$ cat src/rtl/cpu_pkg.sv
// Shared decode/scoreboard types: issue kinds and the bypass stage entry.
// Optional bubble counter in cpu_scoreboard is enabled by defining CPU_SB_PERF_EN.
package cpu_pkg;

  localparam int CPU_NUM_REGS = 32;
  localparam int CPU_REG_W    = $clog2(CPU_NUM_REGS);

  typedef enum logic [1:0] {
    IK_SIMPLE = 2'd0,
    IK_LOAD   = 2'd1,
    IK_LONG   = 2'd2
  } issue_kind_t;

  typedef struct packed {
    logic [CPU_REG_W-1:0] reg_d;
    logic                 wen;
    logic                 load;
  } sb_stage_t;

endpackage

$ cat src/rtl/cpu_sb_pending.sv
// Pending-register scoreboard for long-latency ops that write back out of band.
// Exposes the pending view with this cycle's write-back already released.
module cpu_sb_pending
  import cpu_pkg::*;
#(
  parameter int NUM_REGS = 32,
  parameter int MAX_LONG = 4
) (
  input  logic                        clock,
  input  logic                        reset,
  input  logic                        set_en,
  input  logic [$clog2(NUM_REGS)-1:0] set_reg,
  input  logic                        clr_en,
  input  logic [$clog2(NUM_REGS)-1:0] clr_reg,
  output logic [NUM_REGS-1:0]         pending_eff,
  output logic                        long_full,
  output logic                        full_eff
);

  localparam int CW = $clog2(MAX_LONG + 1);

  logic [NUM_REGS-1:0] pending;
  logic [NUM_REGS-1:0] clear_mask;
  logic [NUM_REGS-1:0] set_mask;
  logic [NUM_REGS-1:0] pending_next;
  logic [CW-1:0]       count;
  logic                clr_hit;

  // A write-back for a register that is not pending is ignored entirely.
  assign clr_hit     = clr_en && pending[clr_reg];
  assign clear_mask  = clr_hit ? (NUM_REGS'(1) << clr_reg) : '0;
  assign set_mask    = set_en ? (NUM_REGS'(1) << set_reg) : '0;
  assign pending_eff = pending & ~clear_mask;
  assign long_full   = (count == CW'(MAX_LONG));
  assign full_eff    = long_full && !clr_hit;

  always_comb begin
    pending_next    = pending_eff | set_mask;
    pending_next[0] = 1'b0;
  end

  always_ff @(posedge clock or posedge reset) begin
    if (reset) begin
      pending <= '0;
      count   <= '0;
    end else begin
      pending <= pending_next;
      case ({set_en, clr_hit})
        2'b10:   count <= count + CW'(1);
        2'b01:   count <= count - CW'(1);
        default: count <= count;
      endcase
    end
  end

  a_clr_pending : assert property (@(posedge clock) disable iff (reset)
    clr_en |-> pending[clr_reg]);
  a_no_underflow : assert property (@(posedge clock) disable iff (reset)
    (count == '0) |-> !(clr_hit && !set_en));
  a_no_overflow : assert property (@(posedge clock) disable iff (reset)
    long_full |-> !(set_en && !clr_hit));

endmodule

$ cat src/rtl/cpu_scoreboard.sv
// Decode-stage hazard/bypass controller: stage pipe, forward select and bubble logic.
// Define CPU_SB_PERF_EN to build the saturating bubble-cycle counter.
module cpu_scoreboard
  import cpu_pkg::*;
#(
  parameter int NUM_REGS      = 32,
  parameter int BYPASS_STAGES = 2,
  parameter int MAX_LONG      = 4
) (
  input  logic                        clock,
  input  logic                        reset,
  input  logic                        stall,
  input  logic                        flush,
  input  logic                        p2_valid,
  input  logic [1:0]                  p2_kind,
  input  logic [$clog2(NUM_REGS)-1:0] p2_reg_a,
  input  logic [$clog2(NUM_REGS)-1:0] p2_reg_b,
  input  logic                        p2_use_a,
  input  logic                        p2_use_b,
  input  logic [$clog2(NUM_REGS)-1:0] p2_reg_d,
  input  logic                        p2_write_en,
  input  logic                        lw_valid,
  input  logic [$clog2(NUM_REGS)-1:0] lw_reg_d,
  output logic                        p2_bubble,
  output logic                        p2_issue,
  output logic [BYPASS_STAGES-1:0]    p2_bypass_a,
  output logic [BYPASS_STAGES-1:0]    p2_bypass_b,
  output logic                        long_full,
  output logic [31:0]                 perf_bubbles
);

  issue_kind_t         kind;
  sb_stage_t           stage_pipe [BYPASS_STAGES];
  sb_stage_t           stage_in;
  logic [NUM_REGS-1:0] pending_eff;
  logic                full_eff;
  logic                is_long;
  logic                dest_ok;
  logic                hazard;
  logic                load_hit_a, load_hit_b;
  logic [BYPASS_STAGES-1:0] match_a, match_b, sel_a, sel_b;

  assign kind    = issue_kind_t'(p2_kind);
  assign is_long = (kind == IK_LONG);
  assign dest_ok = p2_write_en && (p2_reg_d != '0);

  genvar gi;
  generate
    for (gi = 0; gi < BYPASS_STAGES; gi++) begin : g_match
      assign match_a[gi] = p2_use_a && (p2_reg_a != '0) && stage_pipe[gi].wen &&
                           (stage_pipe[gi].reg_d == CPU_REG_W'(p2_reg_a));
      assign match_b[gi] = p2_use_b && (p2_reg_b != '0) && stage_pipe[gi].wen &&
                           (stage_pipe[gi].reg_d == CPU_REG_W'(p2_reg_b));
    end
  endgenerate

  // Isolate the lowest set bit: the youngest producer wins.
  assign sel_a      = match_a & (~match_a + BYPASS_STAGES'(1));
  assign sel_b      = match_b & (~match_b + BYPASS_STAGES'(1));
  assign load_hit_a = match_a[0] && stage_pipe[0].load;
  assign load_hit_b = match_b[0] && stage_pipe[0].load;

  assign hazard = load_hit_a || load_hit_b
               || (p2_use_a && pending_eff[p2_reg_a])
               || (p2_use_b && pending_eff[p2_reg_b])
               || (dest_ok && pending_eff[p2_reg_d])
               || (is_long && full_eff);

  assign p2_bubble   = p2_valid && !flush && !reset && hazard;
  assign p2_issue    = p2_valid && !flush && !reset && !hazard && !stall;
  assign p2_bypass_a = (reset || load_hit_a) ? '0 : sel_a;
  assign p2_bypass_b = (reset || load_hit_b) ? '0 : sel_b;

  // Long ops never enter the bypass pipe; their results arrive via lw_valid.
  always_comb begin
    stage_in.reg_d = CPU_REG_W'(p2_reg_d);
    stage_in.wen   = p2_issue && !is_long && dest_ok;
    stage_in.load  = (kind == IK_LOAD);
  end

  generate
    for (gi = 0; gi < BYPASS_STAGES; gi++) begin : g_stage
      always_ff @(posedge clock or posedge reset) begin
        if (reset) begin
          stage_pipe[gi] <= '0;
        end else if (!stall) begin
          if (gi == 0) begin
            stage_pipe[gi] <= stage_in;
          end else begin
            stage_pipe[gi] <= stage_pipe[(gi > 0) ? gi - 1 : 0];
          end
        end
      end
    end
  endgenerate

  // Count only tracks ops that will later write back, so a long op without a destination is not counted.
  cpu_sb_pending #(
    .NUM_REGS (NUM_REGS),
    .MAX_LONG (MAX_LONG)
  ) u_pending (
    .clock       (clock),
    .reset       (reset),
    .set_en      (p2_issue && is_long && dest_ok),
    .set_reg     (p2_reg_d),
    .clr_en      (lw_valid),
    .clr_reg     (lw_reg_d),
    .pending_eff (pending_eff),
    .long_full   (long_full),
    .full_eff    (full_eff)
  );

`ifdef CPU_SB_PERF_EN
  logic [31:0] perf_count;

  always_ff @(posedge clock or posedge reset) begin
    if (reset) begin
      perf_count <= '0;
    end else if (p2_bubble && !stall && (perf_count != '1)) begin
      perf_count <= perf_count + 32'd1;
    end
  end

  assign perf_bubbles = perf_count;
`else
  assign perf_bubbles = '0;
`endif

endmodule

$ cat config.mk
export PLATFORM = sky130hd
export DESIGN_NAME = cpu_scoreboard
export DESIGN_NICKNAME = d
export VERILOG_FILES = /design/src/rtl/cpu_pkg.sv /design/src/rtl/cpu_sb_pending.sv /design/src/rtl/cpu_scoreboard.sv
export SDC_FILE = /design/constraint.sdc
export NUM_CORES = 1
export LEC_CHECK = 0
export CAP_MARGIN = 20
export CORE_MARGIN = 10
export CORE_UTILIZATION = 60
export CTS_CLUSTER_DIAMETER = 120
export DETAILED_ROUTE_END_ITERATION = 12
export DONT_BUFFER_PORTS = 1
export PLACE_DENSITY = 0.76
export SLEW_MARGIN = 20
export SYNTH_ARGS = -nofsm -noshare
export SYNTH_HDL_FRONTEND = slang
export SYNTH_HIERARCHICAL = 1
export SYNTH_SLANG_ARGS = --single-unit
$ cat constraint.sdc
create_clock -name clock -period 8.45 [get_ports clock]
set_input_delay 2.1125 -clock clock [delete_from_list [all_inputs] [get_ports clock]]
set_output_delay 2.1125 -clock clock [all_outputs]
set_load 0.1 [all_outputs]
==> flow_metrics.py <==
metrics = {
    "status": {
        "status": "completed",
    },
    "setup_path": {
        "r2r_start": "u_pending/pending[26]",
        "path_max_fanout": 19,
        "r2r_setup_slack_ns": 3.70,
        "critPathKind": "primary input to output pin",
        "worst_ep_arrival_time_ns": 5.20,
        "r2r.worst_path.cells": 17,
        "startpoint_type": "primary input",
        "worstSetupEndpointType": "output pin",
        "worst_ep_required_time_ns": 6.34,
        "r2r-end": "u_pending/count[2]",
    },
    "synthesis": {
        "synthFlopType": "dfrtp_1",
        "ys_ff_latch": 47,
        "synth_cell_types": 54,
        "syn_area_mm2": 0.00398,
        "synth_edf_count": 0,
        "yosysWarnings": 6,
        "ys_seq_area_share_pct": 29.6,
        "async_reset_ff_share_pct": 100,
        "syn_avg_cell_area_um2": 10.1,
        "syn_inst": 394,
    },
    "final_layout": {
        "final_layout_size_suffix_gt1_share_pct": 18.9,
        "fillers": 531,
        "mostFrequentLayoutCell": "dfrtp_1",
        "nNetsFinal": 418,
        "final_cell_mix": "dfrtp_1, conb_1, o21a_1",
        "utilization_pct": 64.3,
        "n_antenna_cell": 0,
        "fin_cells": 463,
        "area_growth_pct": 3.21,
        "stdcell_area_mm2": 0.00410,
    },
    "sta": {
        "rsz0062_at_grt": "no",
        "timing.hold.ws_ns": 0.468,
        "final_max_slew_viol_count": 0,
        "tightest_slew_ns": 0.686,
        "clock.fmax_mhz": 137,
        "finalHoldViolations": 0,
        "fin_crit_sh_pct": 86.5,
        "fin_skew_ns": 0.00917,
        "setup_ws_ns": 1.14,
        "tns_ns": 0,
        "min_period_ns": 7.31,
        "slew_headroom_pct": 53.6,
        "setup_violations": 0,
    },
    "pwr": {
        "p_leak_nw": 1.71,
        "ir_drop_v": 0.000120,
        "p_per_area_mw_per_mm2": 142,
        "power_mw": 0.583,
    },
    "clocking": {
        "clock-root-buffer": "clkbuf_8",
        "postCtsSetupBuffers": 0,
        "clk_pin_slew_ns": 0.08,
        "hold_buffers": 0,
        "cts_made_buffers": 5,
        "cts_tree": "yes",
        "ctsHtreeMaxLevel": 2,
        "cts_sinks": 47,
        "postCtsResizedCells": 0,
        "clk_path_buf_depth": 2,
        "insertion_delay_ns": 0.30,
    },
    "hold_path": {
        "worstHoldStart": "u_pending/count[2]",
        "whs_endpoint": "u_pending/count[2]",
        "min_delay_path_depth": 1,
        "hold_path.class": "flop to flop",
    },
    "floorplanning": {
        "die_x_um": 101,
        "coreArea_mm2": 0.00639,
        "rows": 29,
        "pin_count": 70,
        "die_h_um": 101,
        "dieArea_mm2": 0.0103,
        "initial_utilization_pct": 62.3,
    },
    "place": {
        "dp.cells": 455,
        "place_ws_ns": 1.19,
        "hpwl_mm": 8.28,
        "post_dp_cell_area_mm2": 0.00400,
        "place.gp.congestion": 0.900,
        "io_buffers": 0,
    },
    "detailed_routing": {
        "drtIter0Drc": 250,
        "wl_per_cell_um": 22.7,
        "totalWireLength_mm": 10.5,
        "vias": 3108,
        "detail-route-antenna-nets": 0,
        "viasPerCell": 6.71,
        "drtPass1Iterations": 5,
        "drc": 0,
    },
    "grt": {
        "grt_first_pass_wirelength_mm": 16.9,
        "grt_usage_pct": 20.6,
        "antenna_found_initial": 0,
        "grt.overflow.total": 0,
        "grt_pass1_vias": 3183,
        "grt_max_degree": 25,
    },
    "run": {
        "cap_violations": 0,
    },
}
==> worst max-delay path: stages <==
cell,delay (ns)
mux4_2,0.32
nor2_1,0.04
o21a_1,0.28
o31ai_1,0.36
inv_1,0.15
mux4_1,0.54
mux4_2,0.50
mux2_2,0.28
nand2_1,0.08
o31ai_2,0.10
o21ba_2,0.45
==> flip-flops by register name, indices dropped and copies added (netlist names) <==
| signal | cells |
|---|---|
| stage_pipe | 13 |
| u_pending/count | 3 |
| u_pending/pending | 31 |
==> layout make-up <==
type / instances / area (um^2) / share of cell area (%)
Tap cell: 77 / 96.3 / 2.35
Multi-Input combinational cell: 313 / 2550 / 62.1
Inverter: 11 / 41.3 / 1.01
Sequential cell: 47 / 1180 / 28.7
Clock buffer: 8 / 100 / 2.44
Timing Repair Buffer: 7 / 143 / 3.48
==> worst max-delay path by stage <==
| stage | from | endpoint | slack [ns] | cells past startpoint |
|---|---|---|---|---|
| 4_1_cts | lw_reg_d[1] | p2_bubble | 1.19 | 11 |
| 3_5_place_dp | lw_reg_d[1] | p2_bubble | 1.19 | 11 |
| 6_report | lw_reg_d[1] | p2_bubble | 1.14 | 11 |
| 3_3_place_gp | lw_reg_d[1] | p2_bubble | 1.26 | 11 |
| 2_1_floorplan | lw_reg_d[1] | p2_issue | 0.42 | 13 |
| 5_1_grt | lw_reg_d[1] | p2_issue | 1.04 | 12 |
==> synth_stat cells, types with 2 or more instances <==
cell type	number	area, um^2
buf_1	2	7.51
buf_2	5	25.0
buf_4	33	248
buf_6	3	33.8
clkbuf_1	11	41.3
conb_1	2	7.51
dfrtp_1	47	1180
inv_1	11	41.3
mux2_2	21	236
mux2i_1	17	170
mux4_1	2	52.6
mux4_2	21	473
nand2_1	21	78.8
nand2b_1	13	81.3
nand3_1	10	50.1
nand3b_1	7	52.6
nand4_1	6	37.5
nor2_1	15	56.3
nor2b_1	5	31.3
nor3_1	6	30.0
nor3b_1	3	22.5
nor4_1	2	12.5
o21a_1	25	188
o21ai_0	11	55.1
o21bai_1	21	158
o22ai_1	4	25.0
o31ai_1	11	82.6
or2_1	2	12.5
or2_2	6	37.5
or3_1	4	25.0
or3b_2	2	17.5
or4_1	2	15.0
xnor2_1	14	123
xor2_1	9	78.8
==> cell families after synthesis <==
kind of cell / after synthesis / synth area share (%)
compound gates: 87 / 16.1
xor+xnor: 23 / 5.07
fa+ha+maj: 2 / 0.818
buf+inv: 65 / 9.97
flops: 47 / 29.6
mux: 61 / 23.4
other cells: 2 / 0.189
simple gates: 107 / 14.8
==> layer usage <==
metal / global-route usage, % / vias up / share of wire (%)
met1: 26.4 / 1519 / 40
met5: 0 / - / 0
met4: 7.07 / 0 / 2.5
met3: 6.74 / 29 / 10
li1: - / 1368 / -
met2: 32.1 / 192 / 47
==> report_power, final <==
part           total, mW  internal (mW)  switching, mW
sequential         0.258          0.241         0.0175
clock              0.148         0.0748         0.0737
combinational      0.177         0.0587          0.118
(Power assumes the default switching activity.)
